File: src/rtl/ram_arbiter_if.sv
// Bus bundle between the CPU memory stage, the VGA pixel fetcher and the shared data RAM.
// The arbiter takes the slave view; the requesters and the RAM together form the master view.
interface ram_arbiter_if #(
    parameter int ADDR_W = 14
);
    logic              cpu_req;
    logic              cpu_we;
    logic [3:0]        cpu_be;
    logic [ADDR_W-1:0] cpu_addr;
    logic [31:0]       cpu_wdata;
    logic              cpu_gnt;
    logic              cpu_stall;
    logic              cpu_rvalid;
    logic [31:0]       cpu_rdata;

    logic              vid_req;
    logic [ADDR_W-1:0] vid_addr;
    logic              vid_gnt;
    logic              vid_rvalid;
    logic [31:0]       vid_rdata;

    logic              ram_en;
    logic [3:0]        ram_we;
    logic [ADDR_W-1:0] ram_addr;
    logic [31:0]       ram_wdata;
    logic [31:0]       ram_rdata;

    modport master (
        output cpu_req, cpu_we, cpu_be, cpu_addr, cpu_wdata,
        input  cpu_gnt, cpu_stall, cpu_rvalid, cpu_rdata,
        output vid_req, vid_addr,
        input  vid_gnt, vid_rvalid, vid_rdata,
        input  ram_en, ram_we, ram_addr, ram_wdata,
        output ram_rdata
    );

    modport slave (
        input  cpu_req, cpu_we, cpu_be, cpu_addr, cpu_wdata,
        output cpu_gnt, cpu_stall, cpu_rvalid, cpu_rdata,
        input  vid_req, vid_addr,
        output vid_gnt, vid_rvalid, vid_rdata,
        output ram_en, ram_we, ram_addr, ram_wdata,
        input  ram_rdata
    );
endinterface

File: src/rtl/ram_arbiter.sv
// Shares one single-port synchronous RAM between CPU loads/stores and video reads.
// Video has priority; the CPU is forced through after MAX_WAIT stalled cycles.
module ram_arbiter #(
    parameter int ADDR_W   = 14,
    parameter int MAX_WAIT = 4
) (
    input  logic          clk,
    input  logic          rst,
    ram_arbiter_if.slave  bus
);
    typedef enum logic [1:0] {
        OWN_NONE = 2'd0,
        OWN_CPU  = 2'd1,
        OWN_VID  = 2'd2
    } owner_t;

    localparam logic [3:0] MAX_WAIT_C = 4'(MAX_WAIT);

    owner_t     rd_owner_reg;
    owner_t     rd_owner_next;
    logic [3:0] wait_cnt_reg;
    logic [3:0] wait_cnt_next;
    logic       cpu_win;
    logic       vid_win;
    logic       forced;

    always_ff @(posedge clk) begin
        if (rst) begin
            rd_owner_reg <= OWN_NONE;
            wait_cnt_reg <= 4'd0;
        end else begin
            rd_owner_reg <= rd_owner_next;
            wait_cnt_reg <= wait_cnt_next;
        end
    end

    always_comb begin
        cpu_win       = 1'b0;
        vid_win       = 1'b0;
        forced        = bus.cpu_req && (wait_cnt_reg == MAX_WAIT_C);
        wait_cnt_next = 4'd0;
        rd_owner_next = OWN_NONE;
        if (!rst) begin
            if (bus.vid_req && !forced) begin
                vid_win = 1'b1;
            end else if (bus.cpu_req) begin
                cpu_win = 1'b1;
            end
        end
        // Saturate so a forced grant stays pending until the CPU actually wins.
        if (bus.cpu_req && !cpu_win) begin
            wait_cnt_next = (wait_cnt_reg == MAX_WAIT_C) ? MAX_WAIT_C : wait_cnt_reg + 4'd1;
        end
        if (cpu_win && !bus.cpu_we) begin
            rd_owner_next = OWN_CPU;
        end else if (vid_win) begin
            rd_owner_next = OWN_VID;
        end
    end

    assign bus.cpu_gnt   = cpu_win;
    assign bus.vid_gnt   = vid_win;
    assign bus.cpu_stall = bus.cpu_req & ~cpu_win;

    assign bus.ram_en    = cpu_win | vid_win;
    assign bus.ram_addr  = cpu_win ? bus.cpu_addr :
                           vid_win ? bus.vid_addr : '0;
    assign bus.ram_wdata = bus.cpu_wdata;

    generate
        for (genvar gi = 0; gi < 4; gi++) begin : g_byte_we
            assign bus.ram_we[gi] = cpu_win & bus.cpu_we & bus.cpu_be[gi];
        end
    endgenerate

    // Gating with rst drops a response whose load was granted just before reset.
    assign bus.cpu_rvalid = (rd_owner_reg == OWN_CPU) && !rst;
    assign bus.vid_rvalid = (rd_owner_reg == OWN_VID) && !rst;
    assign bus.cpu_rdata  = bus.cpu_rvalid ? bus.ram_rdata : 32'd0;
    assign bus.vid_rdata  = bus.vid_rvalid ? bus.ram_rdata : 32'd0;
endmodule
File: src/flat_wrapper.sv
// flat-port wrapper written by rule: the top's interface ports become plain ports
module ram_arbiter_flat 
#(
    parameter int ADDR_W   = 14,
    parameter int MAX_WAIT = 4
)
  (clk, rst, bus_cpu_req, bus_cpu_we, bus_cpu_be, bus_cpu_addr, bus_cpu_wdata, bus_cpu_gnt, bus_cpu_stall, bus_cpu_rvalid, bus_cpu_rdata, bus_vid_req, bus_vid_addr, bus_vid_gnt, bus_vid_rvalid, bus_vid_rdata, bus_ram_en, bus_ram_we, bus_ram_addr, bus_ram_wdata, bus_ram_rdata);
  ram_arbiter_if #(.ADDR_W(ADDR_W)) bus_i ();
  input  logic clk;
  input  logic rst;
  input wire logic [$bits(bus_i.cpu_req)-1:0] bus_cpu_req;
  input wire logic [$bits(bus_i.cpu_we)-1:0] bus_cpu_we;
  input wire logic [$bits(bus_i.cpu_be)-1:0] bus_cpu_be;
  input wire logic [$bits(bus_i.cpu_addr)-1:0] bus_cpu_addr;
  input wire logic [$bits(bus_i.cpu_wdata)-1:0] bus_cpu_wdata;
  output wire logic [$bits(bus_i.cpu_gnt)-1:0] bus_cpu_gnt;
  output wire logic [$bits(bus_i.cpu_stall)-1:0] bus_cpu_stall;
  output wire logic [$bits(bus_i.cpu_rvalid)-1:0] bus_cpu_rvalid;
  output wire logic [$bits(bus_i.cpu_rdata)-1:0] bus_cpu_rdata;
  input wire logic [$bits(bus_i.vid_req)-1:0] bus_vid_req;
  input wire logic [$bits(bus_i.vid_addr)-1:0] bus_vid_addr;
  output wire logic [$bits(bus_i.vid_gnt)-1:0] bus_vid_gnt;
  output wire logic [$bits(bus_i.vid_rvalid)-1:0] bus_vid_rvalid;
  output wire logic [$bits(bus_i.vid_rdata)-1:0] bus_vid_rdata;
  output wire logic [$bits(bus_i.ram_en)-1:0] bus_ram_en;
  output wire logic [$bits(bus_i.ram_we)-1:0] bus_ram_we;
  output wire logic [$bits(bus_i.ram_addr)-1:0] bus_ram_addr;
  output wire logic [$bits(bus_i.ram_wdata)-1:0] bus_ram_wdata;
  input wire logic [$bits(bus_i.ram_rdata)-1:0] bus_ram_rdata;
  assign bus_i.cpu_req = bus_cpu_req;
  assign bus_i.cpu_we = bus_cpu_we;
  assign bus_i.cpu_be = bus_cpu_be;
  assign bus_i.cpu_addr = bus_cpu_addr;
  assign bus_i.cpu_wdata = bus_cpu_wdata;
  assign bus_cpu_gnt = bus_i.cpu_gnt;
  assign bus_cpu_stall = bus_i.cpu_stall;
  assign bus_cpu_rvalid = bus_i.cpu_rvalid;
  assign bus_cpu_rdata = bus_i.cpu_rdata;
  assign bus_i.vid_req = bus_vid_req;
  assign bus_i.vid_addr = bus_vid_addr;
  assign bus_vid_gnt = bus_i.vid_gnt;
  assign bus_vid_rvalid = bus_i.vid_rvalid;
  assign bus_vid_rdata = bus_i.vid_rdata;
  assign bus_ram_en = bus_i.ram_en;
  assign bus_ram_we = bus_i.ram_we;
  assign bus_ram_addr = bus_i.ram_addr;
  assign bus_ram_wdata = bus_i.ram_wdata;
  assign bus_i.ram_rdata = bus_ram_rdata;
  ram_arbiter #(.ADDR_W(ADDR_W), .MAX_WAIT(MAX_WAIT)) u_core (.clk(clk), .rst(rst), .bus(bus_i));
endmodule
File: config.mk
export PLATFORM = sky130hd
export DESIGN_NAME = ram_arbiter_flat
export DESIGN_NICKNAME = d
export VERILOG_FILES = /design/src/rtl/ram_arbiter_if.sv /design/src/rtl/ram_arbiter.sv /design/src/flat_wrapper.sv
export SDC_FILE = /design/constraint.sdc
export NUM_CORES = 1
export LEC_CHECK = 0
export CAP_MARGIN = 10
export CORE_AREA = 2 2 85 87
export DETAILED_ROUTE_END_ITERATION = 12
export DIE_AREA = 0 0 87 89
export HOLD_SLACK_MARGIN = 0.08
export PLACE_DENSITY = 0.69
export SLEW_MARGIN = 20
export SYNTH_ARGS = -nofsm -noshare
export SYNTH_HDL_FRONTEND = slang
export SYNTH_SLANG_ARGS = --single-unit
File: constraint.sdc
create_clock -name clk -period 2.2 [get_ports clk]
set_input_delay 0.66 -clock clk [delete_from_list [all_inputs] [get_ports clk]]
set_output_delay 0.66 -clock clk [all_outputs]
set_load 0.02 [all_outputs]
---- After elaboration in Yosys (flattened, before gate mapping) ----
Cells that the tools add are included.
Widths: inputs -> output; s select.
storage, ports and cells
  input bits .............................. 101
  output and inout port bits .............. 120
  latch bits .............................. 0
  memories kept ........................... 0
  ROM bits ................................ 0
  register bits after elaboration ......... 6
  bits in writable memories ............... 0
  logic and storage cells ................. 42
operators by class
  bitwise operators ....................... 9
  reductions and logical operators ........ 13
  $lt $le $gt $ge ......................... 0
  shift operators ......................... 0
  equality and inequality tests ........... 3
  div/mod/pow operators ................... 0
  multiplexer cells ....................... 12
  multiply operators ...................... 0
  add/subtract/negate cells ............... 1
operators by type and width
  kind                 count
  $mux 32              2
  $mux 14              2
  $and 1x1->1          6
  $logic_and 1x1->1    6
  $mux 1               6
  $add 4x1->4 const B  1
  $eq 4x3->1 const B   1
  $logic_not 1->1      4
  $reduce_or 2->1      2
  $mux 3               1
  $reduce_or 3->1      1
  $eq 2x1->1 const B   1
  $eq 2x2->1 const B   1
  $mux 2               1
  $not 1->1            2
  $or 1x1->1           1

---- Logic depth before layout (Yosys ltp) ----
  word-level depth ........................ 10
  mapped depth ............................ 6
  depth with buffers taken out ............ 5

---- Least setup slack after synthesis ----
OpenSTA, ideal clock, no wires.
  kind .................................... in2out
  start point ............................. input rst
  end point ............................... output bus_ram_addr[10]
  arrival ................................. 1.461 ns
  stages on the path ...................... 4
  required time ........................... 1.540 ns
  path slack .............................. 0.079 ns
  path buffers ............................ 1
  cell sequence ........................... nand2b_4 > a41oi_4 > buf_6 > a22o_1
on the way
  word-level cells in the longest chain between the ends .. 3
RTL lines
  what             RTL line            RTL
  start, declared  flat_wrapper.sv:10  input logic rst;
  $mux 1           ram_arbiter.sv:43   if (!rst) begin
  net bus_vid_gnt  flat_wrapper.sv:22  output wire logic [$bits(bus_i.vid_gnt)-1:0] bus_vid_gnt;
  $mux 14          ram_arbiter.sv:67   vid_win ? bus.vid_addr : '0;
  $mux 14          ram_arbiter.sv:66   assign bus.ram_addr = cpu_win ? bus.cpu_addr :
  end, declared    flat_wrapper.sv:27  output wire logic [$bits(bus_i.ram_addr)-1:0] bus_ram_addr;
The timed path passes the listed nets, and every way through them passes these cells.

---- Final worst setup path ----
  start point ............................. input rst
  end point ............................... output bus_vid_rdata[27]
on the way
  word-level cells in the longest chain between the ends .. 3
RTL lines
  what               RTL line            RTL
  $logic_not 1->1    n/a
  $logic_and 1x1->1  ram_arbiter.sv:78   assign bus.vid_rvalid = (rd_owner_reg == OWN_VID) && !rst;
  $mux 32            ram_arbiter.sv:80   assign bus.vid_rdata = bus.vid_rvalid ? bus.ram_rdata : 32'd0;
  end, declared      flat_wrapper.sv:24  output wire logic [$bits(bus_i.vid_rdata)-1:0] bus_vid_rdata;
No other way between the ends.

==> impl_metrics.toml <==
[outcome]
status = "complete, but fails checks"
violations = "setup timing"

[sta]
slew_headroom_pct = 84.73
final.period_utilization_pct = 103.9
fin_tns_setup_ns = -3.760
period_minus_slack_ns = 2.285
fin_ws_ns = -0.08519
fmax_ghz = 0.4376
fin_skew_ns = 0.001441
grt_setup_unrepaired = "true"
final-hold-violation-count = 0
slew_viol_final = 0
setup_viol = 73
tightest_slew_ns = 0.2282

[power]
leakagePower_uw = 0.001493
seqPwrFrac_pct = 16.6
pwr-share-comb_pct = 60.4
power_frac_clock_pct = 22.9
p_per_area_nw_per_um2 = 213.3
power.internal_uw = 487.4
max-vdd-ir-drop_mv = 0.2573
switching_share_pct = 28.99
p_sw_uw = 198.9

[min_path]
hold_end = "u_core.wait_cnt_reg[0]$_SDFF_PP0_"
whs_path_depth = 2
worstHoldStart = "u_core.wait_cnt_reg[0]$_SDFF_PP0_"
hp-class = "register to register"

[global_routing]
grt_first_pass_wirelength_um = 7238
grt_pass1_vias = 1535
grtUsageTotal_pct = 11.75
antenna_found_initial = 0
grt-ovfl-total = 0
grt_max_degree = 12

[critical_path]
worst_r2r_path_depth = 6
worstPathMaxFanout = 5
reg2reg_from = "u_core.wait_cnt_reg[1]$_SDFF_PP0_"
rrSetupSlack_ns = 1.00
crit_path_start_kind = "input pin"
cp_data_arrival_time_ns = 1.63
end_kind = "primary output"
path_class = "input pin to primary output"
rr_endpoint = "u_core.rd_owner_reg[0]$_SDFF_PP0_"
required_ns = 1.54

[detailed_routing]
drt_iter0_markers = 32
routedWlPerCell_um = 14.18
dr.pass1.iters = 4
wirelength_um = 5447
vias_per_cell = 4.260
antenna_left = 0
drcViolationCount = 0
num_vias = 1636

[finish]
nNetsFinal = 409
nFillCells = 648
drive_gt1_share_pct = 64.14
largest_reg_flops = 4
final_area_um2 = 3217
n_antenna_cell = 0
area_growth_pct = 171.8
fin_cells = 384

[floorplan]
start_util_pct = 17.62
boundaryPins = 221
design.core.area_um2 = 6719
fp-row-count = 30
die_h_um = 89
dieArea_um2 = 7743
dieWidth_um = 87

[yosys]
synth.avg_cell_area_um2 = 7.539
syn-num-nets = 260
synthesis.area_um2 = 1184
yosys_warnings = 0
synth.distinct_cells = 26
synthDominantCellAreaShare_pct = 33.83
async_flop_share_pct = 0
ys_ff_latch = 6
synth_edf_count = 0
synth_ff_type = "dfxtp_1"
synth_most_common_cell = "and2_1"
synth_cells = 157
ys_top_cells_by_area = "and2_1 34%, buf_4 20%, a22o_1 10%"
yosysSeqAreaShare_pct = 10.15
yosysTopAreaCell = "and2_1"
synthTopCellsByCount = "64 x and2_1, 32 x buf_4, 14 x a22o_1, 6 x dfxtp_1, 6 x nor2_1"

[placement]
placed_cell_area_um2 = 2696
dpl.cell_count = 367
place_ws_ns = -0.9924
place_hpwl_um = 3919
port_buffers = 156
gp_congestion = 0.6891

[clock_tree]
h-tree-depth = 1
clkLatencyLatePin_ns = 0.22
clk_pin_slew_worst_paths_ns = 0.03
numCtsBuffers = 3
cts_root_buf = "clkbuf_8"
ctsLongestPathBuffers = 2
tritoncts = "done"
clock_sinks = 6
postCtsHoldBufs = 0

[run]
drv_cap = 0
-- cell families (layout without fill, tap and decap cells) --
family / count (synthesis) / count (layout) / share of synthesized area [%]
flops: 6 / 6 / 10.15
xor+xnor: 1 / 1 / 0.7401
simple gates: 85 / 85 / 45.88
buf+inv: 45 / 192 / 26.53
fa+ha+maj: 2 / 2 / 2.114
compound gates: 18 / 18 / 14.59
-- critical path, cell delays in order --
cell	delay (ns)
buf_8	0.10
buf_6	0.12
nor3b_4	0.19
buf_6	0.17
clkbuf_16	0.14
and2_4	0.13
buf_6	0.11
-- final cells by class --
| type | count | area [um^2] | share of cell area, % |
|---|---|---|---|
| Inverter | 4 | 15.01 | 0.4667 |
| Timing Repair Buffer | 185 | 1981 | 61.57 |
| Multi-Input combinational cell | 106 | 958.4 | 29.79 |
| Clock buffer | 3 | 41.29 | 1.284 |
| Tap cell | 80 | 100.1 | 3.112 |
| Sequential cell | 6 | 121.4 | 3.773 |
-- power groups by stage --
stage | Clock (uW) | Combinational (uW) | Sequential (uW)
2_1_floorplan | 0 | 202 | 115
3_3_place_gp | 0 | 350 | 115
3_5_place_dp | 0 | 353 | 115
4_1_cts | 162 | 399 | 114
5_1_grt | 172 | 439 | 114
6_report | 157 | 415 | 114
-- worst max path at each step --
| stage | slack (ns) | cells past startpoint | start | to |
|---|---|---|---|---|
| 3_3_place_gp | -0.99 | 6 | rst | bus_cpu_rdata[25] |
| 5_1_grt | -0.13 | 7 | rst | bus_vid_rdata[31] |
| 3_5_place_dp | -0.99 | 6 | rst | bus_cpu_rdata[14] |
| 4_1_cts | -0.12 | 7 | rst | bus_ram_addr[10] |
| 2_1_floorplan | 0.08 | 4 | rst | bus_ram_addr[10] |
| 6_report | -0.09 | 7 | rst | bus_vid_rdata[27] |
-- what timing repair did --
| item | CTS | global route |
|---|---|---|
| setup buffers | 6 | 1 |
| gates cloned | 6 | 4 |
| endpoints found under the setup margin | 88 | 86 |
| resized for setup | 559 | 67 |
| pin swaps | 20 | 45 |
-- routing by layer --
| layer | share of wire [%] | global-route usage [%] | wire (um) | vias up |
|---|---|---|---|---|
| li1 | - | - | - | 773 |
| met1 | 33 | 11.06 | 1795 | 743 |
| met2 | 56 | 24.77 | 3053 | 118 |
| met3 | 11 | 3.693 | 588 | 2 |
| met4 | 0.18 | 1.847 | 10 | 0 |
| met5 | 0 | 0 | 0 | - |
-- stage by stage --
step / utilization [%] / total power (uW) / hold WS, ns
after global placement: 40.13 / 465.3 / 0.5040
after floorplan: - / 316.5 / 0.4297
after global routing: 47.88 / 725.6 / 0.5552
final: 47.88 / 686.3 / 0.5210
after CTS: 44.95 / 674.5 / 0.5268
after detailed placement: 40.13 / 468.2 / 0.5225
-- cells in the final DEF (no fill, tap or decap), types with 2 or more instances in the layout --
| cell | instances |
|---|---|
| nand2b_4 | 2 |
| and3_4 | 3 |
| nor3b_4 | 2 |
| inv_1 | 2 |
| buf_2 | 4 |
| and2_4 | 58 |
| clkdlybuf4s50_1 | 64 |
| nor2_1 | 6 |
| buf_6 | 90 |
| buf_4 | 16 |
| and2_1 | 6 |
| clkbuf_16 | 2 |
| clkbuf_8 | 3 |
| buf_8 | 5 |
| buf_12 | 2 |
| dfxtp_1 | 5 |
| a22o_1 | 14 |
| inv_2 | 2 |
Power figures use the tool's default switching activity.
